<file path="config.mk">
export PLATFORM = sky130hd
export DESIGN_NAME = cep_loop_ctrl_flat
export DESIGN_NICKNAME = d
export VERILOG_FILES = /design/src/rtl/cep_loop_if.sv /design/src/rtl/cep_loop_ctrl.sv /design/src/flat_wrapper.sv
export SDC_FILE = /design/constraint.sdc
export NUM_CORES = 1
export LEC_CHECK = 0
export ABC_AREA = 1
export CORE_ASPECT_RATIO = 1.1
export CORE_MARGIN = 2
export CORE_UTILIZATION = 50
export CTS_BUF_LIST = sky130_fd_sc_hd__clkbuf_4
export DETAILED_ROUTE_END_ITERATION = 8
export GPL_TIMING_DRIVEN = 1
export HOLD_SLACK_MARGIN = 0.03
export PLACE_DENSITY = 0.78
export SYNTH_ARGS = -nofsm -noshare
export SYNTH_HDL_FRONTEND = slang
export SYNTH_SLANG_ARGS = --single-unit
</file>
<file path="constraint.sdc">
create_clock -name clk -period 1.4 [get_ports clk]
set_input_delay 0.14 -clock clk [delete_from_list [all_inputs] [get_ports clk]]
set_output_delay 0.14 -clock clk [all_outputs]
set_load 0.02 [all_outputs]
</file>
<file path="src/rtl/cep_loop_if.sv">
// Handshake and MAC-control bundle between the cepstral loop controller and its host.
interface cep_loop_if #(
    parameter int unsigned CEP_WIDTH  = 6,
    parameter int unsigned FILT_WIDTH = 6
);
    logic                  start;
    logic                  abort;
    logic [CEP_WIDTH-1:0]  num_cep;
    logic [FILT_WIDTH-1:0] num_filt;
    logic                  out_ready;
    logic                  busy;
    logic                  mac_clr;
    logic                  mac_en;
    logic                  mac_last;
    logic [CEP_WIDTH-1:0]  cep_idx;
    logic [FILT_WIDTH-1:0] filt_idx;
    logic                  res_valid;
    logic                  done;

    modport master (
        output start, abort, num_cep, num_filt, out_ready,
        input  busy, mac_clr, mac_en, mac_last, cep_idx, filt_idx, res_valid, done
    );

    modport slave (
        input  start, abort, num_cep, num_filt, out_ready,
        output busy, mac_clr, mac_en, mac_last, cep_idx, filt_idx, res_valid, done
    );
endinterface

</file>
<file path="src/rtl/cep_loop_ctrl.sv">
// Cepstral (DCT) loop sequencer: steps k over coefficients and m over filters,
// strobing the shared MAC, draining its pipeline and handing each result downstream.
module cep_loop_ctrl #(
    parameter int unsigned CEP_WIDTH  = 6,
    parameter int unsigned FILT_WIDTH = 6,
    parameter int unsigned MAC_LAT    = 2
) (
    input  logic      clk,
    input  logic      rst,
    cep_loop_if.slave bus
);
    localparam int unsigned DRAIN_W = 4;
    localparam logic [DRAIN_W-1:0] DRAIN_LAST = DRAIN_W'((MAC_LAT == 0) ? 0 : MAC_LAT - 1);

    typedef enum logic [2:0] {
        S_IDLE,
        S_CLEAR,
        S_ACCUM,
        S_DRAIN,
        S_OUTPUT,
        S_DONE
    } state_t;

    state_t                state_q, state_d;
    logic [CEP_WIDTH-1:0]  ncep_q, ncep_d;
    logic [FILT_WIDTH-1:0] nfilt_q, nfilt_d;
    logic [CEP_WIDTH-1:0]  cep_q, cep_d;
    logic [FILT_WIDTH-1:0] filt_q, filt_d;
    logic [DRAIN_W-1:0]    drain_q, drain_d;
    logic                  busy_q, busy_d;
    logic                  mac_clr_q, mac_clr_d;
    logic                  mac_en_q, mac_en_d;
    logic                  mac_last_q, mac_last_d;
    logic                  res_valid_q, res_valid_d;
    logic                  done_q, done_d;

    // Next state, counters and the registered output image of the next state.
    always_comb begin
        state_d = state_q;
        ncep_d  = ncep_q;
        nfilt_d = nfilt_q;
        cep_d   = cep_q;
        filt_d  = filt_q;
        drain_d = drain_q;

        unique case (state_q)
            S_IDLE: begin
                if (bus.start && !bus.abort) begin
                    ncep_d  = bus.num_cep;
                    nfilt_d = bus.num_filt;
                    cep_d   = '0;
                    state_d = S_CLEAR;
                end
            end
            S_CLEAR: state_d = S_ACCUM;
            S_ACCUM: begin
                if (filt_q == nfilt_q) begin
                    drain_d = '0;
                    state_d = (MAC_LAT == 0) ? S_OUTPUT : S_DRAIN;
                end else begin
                    filt_d = filt_q + FILT_WIDTH'(1);
                end
            end
            S_DRAIN: begin
                if (drain_q == DRAIN_LAST) begin
                    state_d = S_OUTPUT;
                end else begin
                    drain_d = drain_q + DRAIN_W'(1);
                end
            end
            S_OUTPUT: begin
                if (bus.out_ready) begin
                    if (cep_q == ncep_q) begin
                        state_d = S_DONE;
                    end else begin
                        cep_d   = cep_q + CEP_WIDTH'(1);
                        state_d = S_CLEAR;
                    end
                end
            end
            S_DONE:  state_d = S_IDLE;
            default: state_d = S_IDLE;
        endcase

        // Abort beats every other transition, including the output handshake.
        if (bus.abort && (state_q != S_IDLE)) begin
            state_d = S_IDLE;
        end

        if (state_d == S_CLEAR) begin
            filt_d = '0;
        end
        if (state_d == S_IDLE) begin
            cep_d   = '0;
            filt_d  = '0;
            drain_d = '0;
        end

        busy_d      = (state_d != S_IDLE);
        mac_clr_d   = (state_d == S_CLEAR);
        mac_en_d    = (state_d == S_ACCUM);
        mac_last_d  = (state_d == S_ACCUM) && (filt_d == nfilt_d);
        res_valid_d = (state_d == S_OUTPUT);
        done_d      = (state_d == S_DONE);
    end

    always_ff @(posedge clk or posedge rst) begin
        if (rst) begin
            state_q     <= S_IDLE;
            ncep_q      <= '0;
            nfilt_q     <= '0;
            cep_q       <= '0;
            filt_q      <= '0;
            drain_q     <= '0;
            busy_q      <= 1'b0;
            mac_clr_q   <= 1'b0;
            mac_en_q    <= 1'b0;
            mac_last_q  <= 1'b0;
            res_valid_q <= 1'b0;
            done_q      <= 1'b0;
        end else begin
            state_q     <= state_d;
            ncep_q      <= ncep_d;
            nfilt_q     <= nfilt_d;
            cep_q       <= cep_d;
            filt_q      <= filt_d;
            drain_q     <= drain_d;
            busy_q      <= busy_d;
            mac_clr_q   <= mac_clr_d;
            mac_en_q    <= mac_en_d;
            mac_last_q  <= mac_last_d;
            res_valid_q <= res_valid_d;
            done_q      <= done_d;
        end
    end

    assign bus.busy      = busy_q;
    assign bus.mac_clr   = mac_clr_q;
    assign bus.mac_en    = mac_en_q;
    assign bus.mac_last  = mac_last_q;
    assign bus.cep_idx   = cep_q;
    assign bus.filt_idx  = filt_q;
    assign bus.res_valid = res_valid_q;
    assign bus.done      = done_q;
endmodule

</file>
<file path="src/flat_wrapper.sv">
// flat-port wrapper written by rule: the top's interface ports become plain ports
module cep_loop_ctrl_flat 
#(
    parameter int unsigned CEP_WIDTH  = 6,
    parameter int unsigned FILT_WIDTH = 6,
    parameter int unsigned MAC_LAT    = 2
)
  (clk, rst, bus_start, bus_abort, bus_num_cep, bus_num_filt, bus_out_ready, bus_busy, bus_mac_clr, bus_mac_en, bus_mac_last, bus_cep_idx, bus_filt_idx, bus_res_valid, bus_done);
  cep_loop_if #(.CEP_WIDTH(CEP_WIDTH), .FILT_WIDTH(FILT_WIDTH)) bus_i ();
  input  logic clk;
  input  logic rst;
  input wire logic [$bits(bus_i.start)-1:0] bus_start;
  input wire logic [$bits(bus_i.abort)-1:0] bus_abort;
  input wire logic [$bits(bus_i.num_cep)-1:0] bus_num_cep;
  input wire logic [$bits(bus_i.num_filt)-1:0] bus_num_filt;
  input wire logic [$bits(bus_i.out_ready)-1:0] bus_out_ready;
  output wire logic [$bits(bus_i.busy)-1:0] bus_busy;
  output wire logic [$bits(bus_i.mac_clr)-1:0] bus_mac_clr;
  output wire logic [$bits(bus_i.mac_en)-1:0] bus_mac_en;
  output wire logic [$bits(bus_i.mac_last)-1:0] bus_mac_last;
  output wire logic [$bits(bus_i.cep_idx)-1:0] bus_cep_idx;
  output wire logic [$bits(bus_i.filt_idx)-1:0] bus_filt_idx;
  output wire logic [$bits(bus_i.res_valid)-1:0] bus_res_valid;
  output wire logic [$bits(bus_i.done)-1:0] bus_done;
  assign bus_i.start = bus_start;
  assign bus_i.abort = bus_abort;
  assign bus_i.num_cep = bus_num_cep;
  assign bus_i.num_filt = bus_num_filt;
  assign bus_i.out_ready = bus_out_ready;
  assign bus_busy = bus_i.busy;
  assign bus_mac_clr = bus_i.mac_clr;
  assign bus_mac_en = bus_i.mac_en;
  assign bus_mac_last = bus_i.mac_last;
  assign bus_cep_idx = bus_i.cep_idx;
  assign bus_filt_idx = bus_i.filt_idx;
  assign bus_res_valid = bus_i.res_valid;
  assign bus_done = bus_i.done;
  cep_loop_ctrl #(.CEP_WIDTH(CEP_WIDTH), .FILT_WIDTH(FILT_WIDTH), .MAC_LAT(MAC_LAT)) u_core (.clk(clk), .rst(rst), .bus(bus_i));
endmodule
</file>
# == Word level (Yosys, flattened, before mapping) ==
# Cells that the tools add are included.
# op_classes
n_reduce_logical,13
muxes,22
eq_ne,17
add_sub_neg,3
# op_table
operator,n
2-to-1 mux 6 bit,10
== test 6 bit,3
2-to-1 mux 3 bit,6
case mux 3 bit (5 select lines),1
adder 6 x 1 -> 6 bit (second input constant),2
2-to-1 mux 4 bit,3
case mux 6 bit (2 select lines),1
nonzero test 3 bit,4
== test 3 x 2 -> 1 bit (second input constant),3
== test 3 bit (second input constant),3
case mux 4 bit (2 select lines),1
== test 3 x 1 -> 1 bit (second input constant),2
logical NOT 3 bit,2
!= test 3 x 1 -> 1 bit (second input constant),2
!= test 3 bit (second input constant),2
adder 4 x 1 -> 4 bit (second input constant),1
== test 4 x 1 -> 1 bit (second input constant),1
AND reduction 4 bit,1
logical AND 1 bit,3
!= test 3 x 2 -> 1 bit (second input constant),1
AND reduction 3 bit,1
AND reduction 2 bit,1
logical NOT 1 bit,1
# word_totals
ff_bits,37
inputBits,17
output_inout_bits,18
wordCells,67

# == Longest topological paths before layout ==
# Gate-level depths: netlist (run 1).
# depth
depth_word,10
ltp_mapped,17
mapped_depth_nobuf,16

# == Worst setup path before layout (run 1) ==
# No wires, ideal clock.
# synth_path
kind,register to register
startpoint,register u_core.filt_q[0] (netlist: u_core.bus.filt_idx[0])
endpoint,register u_core.mac_last_q (netlist: u_core.bus.mac_last)
path_buffers,0
synth_period_minus_slack_ns,1.707
arrival_time_ns,1.593
stages_incl_launch_ff,12
slack_ns,-0.307
required_time_ns,1.286
setup_ns,0.114
cell_sequence,dfrtp_1 -> xor2_1 -> nor2_2 -> nand3_4 -> nand2_1 -> o21ai_0 -> a21boi_0 -> nand2_1 -> nand2_1 -> nand2_1 -> nand3_1 -> nor2_2
# synth_between
elab_chain_cells,9
elab_cells_between_ends,14
cone_classes,1 x add/sub; 4 x eq/ne; 7 x mux; 2 x reduce/logical
# synth_lines
item,line_no,rtl
from (decl),cep_loop_ctrl.sv:28,"logic [FILT_WIDTH-1:0] filt_q, filt_d;"
from (signal assigned),cep_loop_ctrl.sv:126,filt_q <= filt_d;
== test 6 bit,cep_loop_ctrl.sv:57,if (filt_q == nfilt_q) begin
2-to-1 mux 3 bit,cep_loop_ctrl.sv:57,
case mux 3 bit (5 select lines),cep_loop_ctrl.sv:46,unique case (state_q)
2-to-1 mux 3 bit,cep_loop_ctrl.sv:86,if (bus.abort && (state_q != S_IDLE)) begin
== test 3 x 1 -> 1 bit,cep_loop_ctrl.sv:90,if (state_d == S_CLEAR) begin
2-to-1 mux 6 bit,cep_loop_ctrl.sv:90,
2-to-1 mux 6 bit,cep_loop_ctrl.sv:93,if (state_d == S_IDLE) begin
== test 6 bit,cep_loop_ctrl.sv:102,mac_last_d = (state_d == S_ACCUM) && (filt_d == nfilt_d);
logical AND 1 bit (*),cep_loop_ctrl.sv:102,
via u_core.mac_last_d,cep_loop_ctrl.sv:33,"logic mac_last_q, mac_last_d;"
to (signal assigned),cep_loop_ctrl.sv:131,mac_last_q <= mac_last_d;
to (decl),cep_loop_ctrl.sv:33,
# Mark *: on every way through the listed nets, which the timed path passes. The rest lies on a longest branch.
# A chain may end at the register's enable or synchronous reset.

# == Final worst setup path (run 1) ==
# Same ends and word-level chain as after synthesis.

==> results.cfg, run 1 <==
[timing]
grt_setup_unrepaired = true
fin_hold_ws_ns = 0.08793
tightest_slew_ns = 0.3986
slew_violations = 0
setup_viol = 35
setup_ws_ns = -0.4843
post-route-min-period_ns = 1.884
hold_violations = 0
finalClockSkew_ns = 0.03553
min_period_over_period_pct = 134.6
slew_headroom_pct = 73.22
fmax_ghz = 0.5307

[setup_path]
cp_data_required_time_ns = 1.73
crit_arrival_ns = 2.22
worstSetupStartpoint = u_core.bus.filt_idx[0]
cp-end-kind = register
critPathSlowestCell = dfrtp_2
slowest_delay_ns = 0.44
rr_startpoint = u_core.bus.filt_idx[0]
crit_family = simple AND/OR/NAND/NOR gates
crit_buf_inv = 2
startpoint_type = register
path_common_cell = nand2_2
cp_max_fo = 6
setup.worst_path.class = register to register
crit_chain = xor2_2, nor2_2, nand3_4, nand2_4, inv_4, nand2_2, nand2_2, inv_2, nand2_2, nand2_1, nand2_1, nor2_1, nand3_1, nor2_2

[clock_tree]
clk_pin_slew_worst_paths_ns = 0.14
root_buffer = clkbuf_4
clk_latency_ns = 0.38
htreeDepth = 2
cts_made_buffers = 5
cts_tree = done
cts_buffer_depth = 2
clock_sinks = 37

[detailed_routing]
routedWlPerCell_um = 17.32
drt_iter0_drc = 191
wirelength_mm = 7.966
drc_errors = 0
num_vias = 2537
vias_per_cell = 5.515
final_antenna_net_count = 0
dr.pass1.iters = 4

[finish]
area_delta_synth_final_pct = 64.46
final_cells = 460
final_cell_mix = buf_4 (71), nand2_1 (55), inv_2 (29)
mostFrequentLayoutCell = buf_4
antenna-diode-count = 0
nNetsFinal = 426
drive_gt1_share_pct = 55.42
multi_input_area_sq_um = 1299
seq_area_sq_um = 944.7
n_fill_cell = 214

[power_and_ir_drop]
max-vdd-ir-drop_mv = 0.5799
p_leak_nw = 1.867
power.density_nw_per_um2 = 880.7

[floorplanning]
pin_count = 35
start_util_pct = 51.47
fp.dieW_um = 67.10
die-area_sq_um = 4925
rows = 25
core_region_area_sq_um = 4254
die_h_um = 73.41

[synth]
synth_fp_nets = 303
synth-async-reset-ratio_pct = 100.0
synthFlopType = dfrtp_1
synth_area_sq_um = 2190
yosysWarnings = 0
yosysUniqueCellTypes = 32
synth_area_per_cell_sq_um = 7.765
yosys_register_bits = 37
synth_edf_count = 0
synth_seq_area_share_pct = 42.29
syn_inst = 282

[status]
violations = negative setup slack
run_status = finished, violations left

[placement]
port_buffers = 34
dp_hpwl_mm = 4.077
gp_congestion = 0.8459
place_inst = 426

[grt]
grt_usage_pct = 28.74
grt_max_degree = 38
antenna_found_initial = 0
overflow = 0
grt_pass1_wl_mm = 10.43
first_global_vias = 2312

[run]
maxCapViolCount = 0

[min_path]
hold_path_class = input pin to async pin
## cells in the mapped netlist, types with 3 or more instances
cell type   n  share of area, %
inv_2      19               3.3
nand2_1    78                13
xor2_1     10               4.0
nand3_1    12               2.7
ha_1        4               2.3
nor2_1     16               2.7
nand2_4     4               2.1
dfrtp_1    37                42
o21ai_0    14               3.2
inv_1      34               5.8
o21ai_1     3              0.69
o21ai_2     4               1.6
nand4_1     7               2.0
a21oi_1     5               1.1
nor2_2      5               1.4
nand2_2     8               2.3
nor3_1      4              0.91
## path summary, 6_finish.rpt
kind	slack, ns	depth (start not counted)	to
min in group clk	0.33	3	u_core.ncep_q[3]
worst min-delay path	0.09	3	u_core.bus.cep_idx[0]
max in group asynchronous	1.07	3	u_core.bus.filt_idx[5]
worst max register to register	-0.48	14	u_core.bus.mac_last
worst min register to register	0.56	2	u_core.ncep_q[3]
worst max-delay path	-0.48	14	u_core.bus.mac_last
## metal layers
layer / part of all wire [%] / up-vias / global-route usage [%] / wire length (um)
met5: 0 / - / 0 / 0
met4: 6.3 / 0 / 16.33 / 503
met3: 5.7 / 62 / 5.054 / 452
met2: 50 / 139 / 51.16 / 4001
met1: 38 / 1217 / 31.79 / 3008
li1: - / 1119 / - / -
## worst register-to-register path, delay by kind of cell (launching register included)
kind                   cells  cell delay, ns
flip-flops                 1            0.44
buffers and inverters      2            0.13
AND/OR/NAND/NOR           11            1.09
XOR/XNOR                   1            0.19
## cells by family after synthesis
kind of cell	synth area share, %
AO/OA/AOI/OAI	8.571
XOR/XNOR	4.743
adder cells (fa/ha/maj)	2.286
buffers and inverters	10.51
flip-flops	42.29
AND/OR/NAND/NOR	31.60
## state kept, by name, indices dropped and copies added (netlist names)
| register | count |
|---|---|
| u_core.state_q | 3 |
| u_core.drain_q | 4 |
| u_core.nfilt_q | 6 |
| u_core.bus.res_valid | 1 |
| u_core.bus.cep_idx | 6 |
| u_core.bus.mac_last | 1 |
| u_core.bus.done | 1 |
| u_core.bus.busy | 1 |
| u_core.bus.mac_clr | 1 |
| u_core.bus.filt_idx | 6 |
| u_core.bus.mac_en | 1 |
| u_core.ncep_q | 6 |
## power breakdown
group	switching, W	leakage, nW	internal (W)
logic	0.000714	1.37	0.000574
registers	0.0000807	0.462	0.00118
clock network	0.000391	0.0338	0.000232
## what timing repair did
item	in CTS	in global routing
gates cloned	1	1
setup endpoints to repair	45	43
hold buffers	0	0
resized for setup	55	81
pin swaps	12	21
setup buffers	14	13
## final cells by class
class	instances	area share (%)
clock inverter	1	0.1042
inverter	55	6.115
tap	54	1.876
timing repair buffer	118	28.14
sequential	37	26.23
multi-input combinational	188	36.07
clock buffer	7	1.459
## through the flow
| stage | instance area, sq um | utilization [%] | TNS (ns) | power (W) | worst slack (ns) |
|---|---|---|---|---|---|
| floorplan | 2228 | - | -1.849 | 0.001815 | -0.2378 |
| global placement | 3062 | 71.97 | -4.638 | 0.002155 | -0.3237 |
| detailed placement | 3062 | 71.97 | -5.769 | 0.002181 | -0.3862 |
| CTS | 3304 | 77.68 | -5.299 | 0.002877 | -0.3419 |
| global route | 3601 | 84.65 | -10.95 | 0.003306 | -0.5913 |
| finish | 3601 | 84.65 | -8.815 | 0.003171 | -0.4843 |
No activity file was read; power rests on OpenSTA's default activity.
==> inputs of run 2 (changes only) <==
--- a/config.mk
+++ b/config.mk
@@ -9,7 +9,7 @@
 export CORE_ASPECT_RATIO = 1.1
 export CORE_MARGIN = 2
 export CORE_UTILIZATION = 50
-export CTS_BUF_LIST = sky130_fd_sc_hd__clkbuf_4
+export CTS_BUF_LIST = sky130_fd_sc_hd__clkbuf_8
 export DETAILED_ROUTE_END_ITERATION = 8
 export GPL_TIMING_DRIVEN = 1
 export HOLD_SLACK_MARGIN = 0.03
@@ -17,3 +17,4 @@
 export SYNTH_ARGS = -nofsm -noshare
 export SYNTH_HDL_FRONTEND = slang
 export SYNTH_SLANG_ARGS = --single-unit
+export TNS_END_PERCENT = 5
==> run 2 against run 1 <==
Net effect:
- first-iteration DRC count decreased by 45%
- combinational power decreased by 21%
- clock power rose by 61%
- highest routed layer unchanged
- the flow still finishes with violations (negative setup slack)
- clock-buffer cell count decreased by 1
- utilization decreased by 7.3 points
- sequential power about the same
==> results.cfg, run 2 (synthesis results as in run 1) <==
[min_path]
hold_path_class = input pin to async pin

[setup_path]
reg2reg_to = u_core.bus.mac_last
cp_max_fo = 4
crit_arrival_ns = 2.01
setup.worst_path.class = register to register
crit_chain = buf_4, nor3_4, inv_2, nand2_1, a21boi_1, nand3_1, nand2_1, nor2_1, nand3_1, nor2_2
rrSetupSlack_ns = -0.40
cp_data_required_time_ns = 1.61
crit_family = simple AND/OR/NAND/NOR gates
rr_worst_depth = 10
startpoint_type = register
critPathSlowestCell = dfrtp_1
rr_startpoint = u_core.state_q[0]
crit_buf_inv = 2
cp-end-kind = register
slowest_delay_ns = 0.41

[placement]
gp_congestion = 0.8639
port_buffers = 34
place_inst = 430
dp_slack_ns = -0.3863
dp_hpwl_mm = 4.131

[finish]
mostFrequentLayoutCell = nand2_1
nNetsFinal = 407
multi_input_area_sq_um = 1114
area_delta_synth_final_pct = 50.34
final_cells = 441
n_fill_cell = 307
seq_area_sq_um = 939.7
drive_gt1_share_pct = 41.09
final_cell_mix = nand2_1 (72), buf_4 (65), inv_1 (28)
antenna-diode-count = 0

[detailed_routing]
wirelength_mm = 5.906
routedWlPerCell_um = 13.39
drc_errors = 0
drt_iter0_drc = 105
final_antenna_net_count = 0
num_vias = 2154
vias_per_cell = 4.884
dr.pass1.iters = 4

[grt]
grt_usage_pct = 26.89
first_global_vias = 2117
grt_max_degree = 38
overflow = 0
grt_pass1_wl_mm = 9.687
antenna_found_initial = 0

[timing]
setup_ws_ns = -0.4047
slew_headroom_pct = 80.42
grt_setup_unrepaired = true
finalClockSkew_ns = 0.01126
fin_hold_ws_ns = 0.1790
tightest_slew_ns = 0.2927
post-route-min-period_ns = 1.805
hold_violations = 0
fmax_ghz = 0.5541
setup_viol = 25
min_period_over_period_pct = 128.9
slew_violations = 0

[run]
maxCapViolCount = 0

[floorplanning]
fp.dieW_um = 67.10
rows = 25
core_region_area_sq_um = 4254
pin_count = 35
die_h_um = 73.41
die-area_sq_um = 4925
start_util_pct = 51.47

[status]
violations = negative setup slack
run_status = finished, violations left

[power_and_ir_drop]
max-vdd-ir-drop_mv = 0.8016
power.density_nw_per_um2 = 995.3
p_leak_nw = 1.745

[clock_tree]
clk_latency_ns = 0.31
cts_buffer_depth = 2
clk_pin_slew_worst_paths_ns = 0.08
root_buffer = clkbuf_8
htreeDepth = 2
cts_hold_buf = 0
cts_made_buffers = 5
cts_tree = done
clock_sinks = 37
## run 2: metal layers
metal	vias up	track usage (%)	part of all wire [%]
met5	-	0	0
met4	0	13.15	2.6
met3	12	5.360	3.8
met2	51	44.88	52
met1	1013	32.97	41
li1	1078	-	-
## run 2: metrics by stage
step                      total power [W]  area [sq um]  util [%]  setup TNS, ns
after floorplan                  0.001802          2211         -         -2.235
after global placement           0.002158          3080     72.41         -5.016
after detailed placement         0.002191          3080     72.41         -6.005
after CTS                        0.003215          3243     76.24         -5.658
after global routing             0.003448          3292     77.38         -9.778
final                            0.003276          3292     77.38         -5.948
## run 2: power by group
group          switching, W  internal [W]  total (W)
Combinational      0.000558      0.000460    0.00102
Sequential        0.0000754       0.00118    0.00125
Clock              0.000425      0.000580    0.00100
Total               0.00106       0.00222    0.00328
## run 2: worst max-delay path by stage
stage                                 from                    end  slack [ns]  depth (start not counted)
finish                   u_core.state_q[0]    u_core.bus.mac_last       -0.40                         10
floorplan           u_core.bus.filt_idx[1]    u_core.bus.mac_last       -0.24                         13
detailed placement               bus_abort  u_core.bus.cep_idx[2]       -0.39                         12
CTS                 u_core.bus.filt_idx[1]  u_core.bus.cep_idx[3]       -0.38                         13
global route         u_core.bus.cep_idx[0]  u_core.bus.cep_idx[2]       -0.55                         13
global placement                 bus_abort  u_core.bus.cep_idx[3]       -0.34                         14
## run 2: area by class of cell
type	instances	share of cell area [%]
clock inverter	2	1.140
sequential	37	28.54
tap	54	2.052
clock buffer	6	2.509
inverter	55	6.499
multi-input combinational	187	33.83
timing repair buffer	100	25.43
## run 2: repair_timing
| action | 4_1_cts | 5_1_grt |
|---|---|---|
| gates resized for setup | 34 | 11 |
| hold endpoints to repair | 0 | 0 |
| endpoints found under the setup margin | 39 | 40 |
| pin swaps | 6 | 3 |
| buffers inserted | 0 | 3 |
| gates cloned | 0 | 0 |
## run 2: worst register-to-register path, cell delays in order (launching register included)
cell	delay, ns
dfrtp_1	0.41
buf_4	0.15
nor3_4	0.30
inv_2	0.11
nand2_1	0.06
a21boi_1	0.28
nand3_1	0.15
nand2_1	0.09
nor2_1	0.04
nand3_1	0.09
nor2_2	0.03
==> inputs of run 3 (changes only) <==
--- a/config.mk
+++ b/config.mk
@@ -6,6 +6,7 @@
 export NUM_CORES = 1
 export LEC_CHECK = 0
 export ABC_AREA = 1
+export CAP_MARGIN = 20
 export CORE_ASPECT_RATIO = 1.1
 export CORE_MARGIN = 2
 export CORE_UTILIZATION = 50
@@ -14,6 +15,7 @@
 export GPL_TIMING_DRIVEN = 1
 export HOLD_SLACK_MARGIN = 0.03
 export PLACE_DENSITY = 0.78
+export RECOVER_POWER = 100
 export SYNTH_ARGS = -nofsm -noshare
 export SYNTH_HDL_FRONTEND = slang
 export SYNTH_SLANG_ARGS = --single-unit
==> run 3 against run 2 <==
Net effect:
- the run still ends with negative setup slack left
- sequential power hardly changed
- critical path depth is 4 higher
- global-route usage stayed put
- critical path type unchanged
- critical endpoint is now u_core.bus.cep_idx[2]
- highest routed layer unchanged
==> results.cfg, run 3 (synthesis results as in run 1) <==
[detailed_routing]
top_layer_used = met4
drt_iter0_drc = 111
wirelength_mm = 5.919
vias_per_cell = 4.893
routedWlPerCell_um = 13.42
dr.pass1.iters = 4
wl_met1_mm = 2.405
drc_errors = 0
wl_met2_mm = 3.095
num_vias = 2158
final_antenna_net_count = 0
met3_wirelength_um = 259

[run]
maxCapViolCount = 0

[setup_path]
setup.worst_path.class = register to register
cp_max_fo = 9
startpoint_type = register
crit_arrival_ns = 1.99
cp_data_required_time_ns = 1.58
cp-end-kind = register

[power_and_ir_drop]
max-vdd-ir-drop_mv = 0.8018
swShare_pct = 32.25
switchingPower_w = 0.001053
p_int_w = 0.002212
seqPwrFrac_pct = 38.4
power.density_nw_per_um2 = 1003
combPwrFrac_pct = 30.9
clock_power_share_pct = 30.7
p_leak_nw = 1.721

[finish]
drive_gt1_share_pct = 40.05
post-route-util_pct = 76.50
final_cell_mix = nand2_1 (72), buf_4 (58), inv_1 (28)
final_area_sq_um = 3254
area_delta_synth_final_pct = 48.63
nNetsFinal = 407
mostFrequentLayoutCell = nand2_1
n_fill_cell = 313
antenna-diode-count = 0

[placement]
dp_hpwl_mm = 4.131
port_buffers = 34
place_area_sq_um = 3080
gp_congestion = 0.8639

[grt]
grt_usage_pct = 26.89
grt_max_degree = 38
grt_pass1_wl_mm = 9.687
first_global_vias = 2117
antenna_found_initial = 0
overflow = 0

[floorplanning]
pin_count = 35
die-area_sq_um = 4925
core_region_area_sq_um = 4254
die_h_um = 73.41
rows = 25
fp.dieW_um = 67.10
start_util_pct = 51.47

[timing]
min_period_over_period_pct = 128.9
slew_violations = 0
setup_ws_ns = -0.4044
finalClockSkew_ns = 0.01227
fin_hold_ws_ns = 0.3949
post-route-min-period_ns = 1.804
tightest_slew_ns = 0.9245
grt_setup_unrepaired = true
hold_violations = 0
setup_viol = 25
slew_headroom_pct = 38.36
fmax_ghz = 0.5542

[clock_tree]
cts_hold_buf = 0
clk_latency_ns = 0.31
cts_tree = done
clk_pin_slew_worst_paths_ns = 0.07
clock_sinks = 37
htreeDepth = 2
root_buffer = clkbuf_8
cts_made_buffers = 5
cts_buffer_depth = 2

[status]
violations = negative setup slack
run_status = finished, violations left

[min_path]
hold_path_class = input pin to register
==> run 3: cell type report <==
| type | instances | area [sq um] | share of cell area [%] |
|---|---|---|---|
| repair buffers | 100 | 799.5 | 24.57 |
| inverters | 55 | 214.0 | 6.574 |
| well taps | 54 | 67.56 | 2.076 |
| flip-flops and latches | 37 | 939.7 | 28.87 |
| clock inverters | 2 | 37.54 | 1.153 |
| clock buffers | 6 | 82.58 | 2.537 |
| multi-input cells | 187 | 1114 | 34.22 |
==> run 3: final timing paths <==
path	depth (start not counted)	to	slack, ns	startpoint
setup / recovery	14	u_core.bus.cep_idx[2]	-0.40	u_core.bus.cep_idx[1]
hold / removal	3	u_core.ncep_q[0]	0.39	bus_num_cep[0]
setup reg to reg	14	u_core.bus.cep_idx[2]	-0.40	u_core.bus.cep_idx[1]
hold reg to reg	2	u_core.ncep_q[0]	0.53	u_core.ncep_q[0]
max in group asynchronous	3	u_core.bus.filt_idx[0]	0.20	rst
min in group asynchronous	3	u_core.bus.cep_idx[5]	0.56	rst
==> run 3: repair_timing <==
action                     in CTS  in global routing
resized for setup              34                 11
pin swaps                       6                  3
gates cloned                    0                  0
setup endpoints to repair      39                 40
setup buffers                   0                  3
==> run 3: metrics by stage <==
stage               TNS (ns)  worst slack [ns]  power (W)  cells
global placement      -5.016           -0.3413   0.002158    430
floorplan             -2.235           -0.2378   0.001802    282
finish                -5.994           -0.4044   0.003264    441
CTS                   -5.658           -0.3823   0.003215    438
detailed placement    -6.005           -0.3863   0.002191    430
global route          -9.766           -0.5530   0.003440    441
==> run 3: critical path, stage by stage (launching register included) <==
cell and delay (ns):
dfrtp_2 0.41, inv_2 0.04, nand2_1 0.05, o21ai_0 0.08, nor2_1 0.13, nand3_2 0.11, nand2_2 0.09, nand2_2 0.06
nand2_2 0.07, nand2_4 0.07, nand2_8 0.10, clkinvlp_4 0.18, buf_4 0.18, nand2_1 0.05, a21oi_1 0.06
==> run 3: per-layer routing <==
layer  up-vias  track usage (%)
met1      1016            32.97
met3        12            5.360
met4         0            13.15
met5         -                0
li1       1079                -
met2        51            44.88
==> run 3: power groups by stage <==
stage               Combinational (W)  Clock [W]  Sequential (W)
finish                        0.00101    0.00100         0.00125
global route                  0.00111    0.00106         0.00127
CTS                          0.000969   0.000995         0.00125
detailed placement           0.000922          0         0.00127
global placement             0.000900          0         0.00126
floorplan                    0.000527          0         0.00128
==> variant, RTL diff (settings of run 2) <==
Encoding of `state_t`: now one-hot (6 bits for 6 states).
--- a/src/rtl/cep_loop_ctrl.sv
+++ b/src/rtl/cep_loop_ctrl.sv
@@ -13,11 +13,11 @@
     localparam logic [DRAIN_W-1:0] DRAIN_LAST = DRAIN_W'((MAC_LAT == 0) ? 0 : MAC_LAT - 1);
 
-    typedef enum logic [2:0] {
-        S_IDLE,
-        S_CLEAR,
-        S_ACCUM,
-        S_DRAIN,
-        S_OUTPUT,
-        S_DONE
+    typedef enum logic [5:0] {
+        S_IDLE   = 6'b000001,
+        S_CLEAR  = 6'b000010,
+        S_ACCUM  = 6'b000100,
+        S_DRAIN  = 6'b001000,
+        S_OUTPUT = 6'b010000,
+        S_DONE   = 6'b100000
     } state_t;
 
Formal check against the unedited RTL: no difference found for any inputs over 10 cycles, from zero or initial values and one cycle with rst high; not proved beyond that.
==> variant against run 2 <==
- synthesized area grew 7.6%
- first-iteration DRC count grew 56%
- design area grew 8.4%
- the run still ends with negative setup slack left
- routed wire length grew 3.2%
- critical path depth grew 5
- non-clock buffer count grew 6
- setup slack lost 120 ps
- sequential cell count grew 3
- highest routed layer unchanged
- maximum frequency shrank 6.2%
Power is not compared: it rests on default switching activity, and its combinational part moved more than twofold at a synthesized area within 25%.
==> variant: results <==
set metrics [dict create \
    drt_iter0_drc 164 \
    synth-compound-area-share_pct 6.373 \
    cp_slowest_cell "dfstp_2" \
    dr_wl_met3_um 206 \
    reg2regPathDepth 15 \
    synth_area_leaders "dfrtp_1 41%, nand2_1 16%, inv_1 8.1%, nor2_1 4.6%, nor2_2 3.2%" \
    route.met2.wl_um 3438 \
    cp_slowest_stage_delay_ps 570 \
    tns_ps -8862 \
    finalWeightedCongestion 0.8611 \
    drt_pass1_iterations 5 \
    nFillCells 313 \
    cp_max_fo 12 \
    use_met2_pct 43.27 \
    slew_headroom_pct 84.77 \
    drive_above_1_share_pct 35.33 \
    met1_usage_pct 28.94 \
    ys_types 29 \
    grt_use_total_pct 24.05 \
    status "finished, violations left" \
    met3_usage_pct 3.571 \
    grt_pass1_vias 2410 \
    wl_um 6097 \
    post-dp-hpwl_um 4246 \
    post-place-ws_ps -528.6 \
    post-cts-setup-buffers 5 \
    met1Wirelength_um 2371 \
    viasPerCell 4.937 \
    setup_viol 38 \
    violations "negative setup slack" \
    cts-resized-gates 37 \
    worstReg2RegStart "u_core.state_q[0]" \
    synthXorXnorAreaFrac_pct 2.602 \
    crit_arrival_ps 2160 \
    setup_slack_ps -523.0 \
    syn-num-nets 344 \
    yosysSeqAreaShare_pct 42.54 \
    fin_nets 453 \
    grt_max_degree 41 \
    clock-skew-final_ps 2.399 \
]
[variant: changes by cell type after synthesis, sizes merged, moves of 2 or more]
cell           run 2  this run
nor2              24        42
nand2             90       105
o21ai             21        10
a21oi              6        13
nand3             13        20
inv               53        59
nor3               5         1
xor2              11         7
a21boi             2         0
dfrtp             37        39
nand3b             0         2
nand4              7         9
nor4               0         2
[variant: layout make-up]
type / count / area, um2 / share of cell area [%]
multi-input combinational: 219 / 1246 / 34.94
sequential: 40 / 1013 / 28.41
timing repair buffer: 106 / 914.6 / 25.64
inverter: 60 / 225.2 / 6.314
clock buffer: 6 / 82.58 / 2.315
tap: 56 / 70.07 / 1.964
clock inverter: 2 / 15.01 / 0.4209
[variant: stage by stage]
stage | area, um2 | hold slack [ps] | std cells
2_1_floorplan | 2366 | 256.6 | 323
3_3_place_gp | 3251 | 500.2 | 474
3_5_place_dp | 3251 | 508.6 | 474
4_1_cts | 3462 | 192.7 | 487
5_1_grt | 3567 | 227.2 | 489
6_report | 3567 | 175.0 | 489
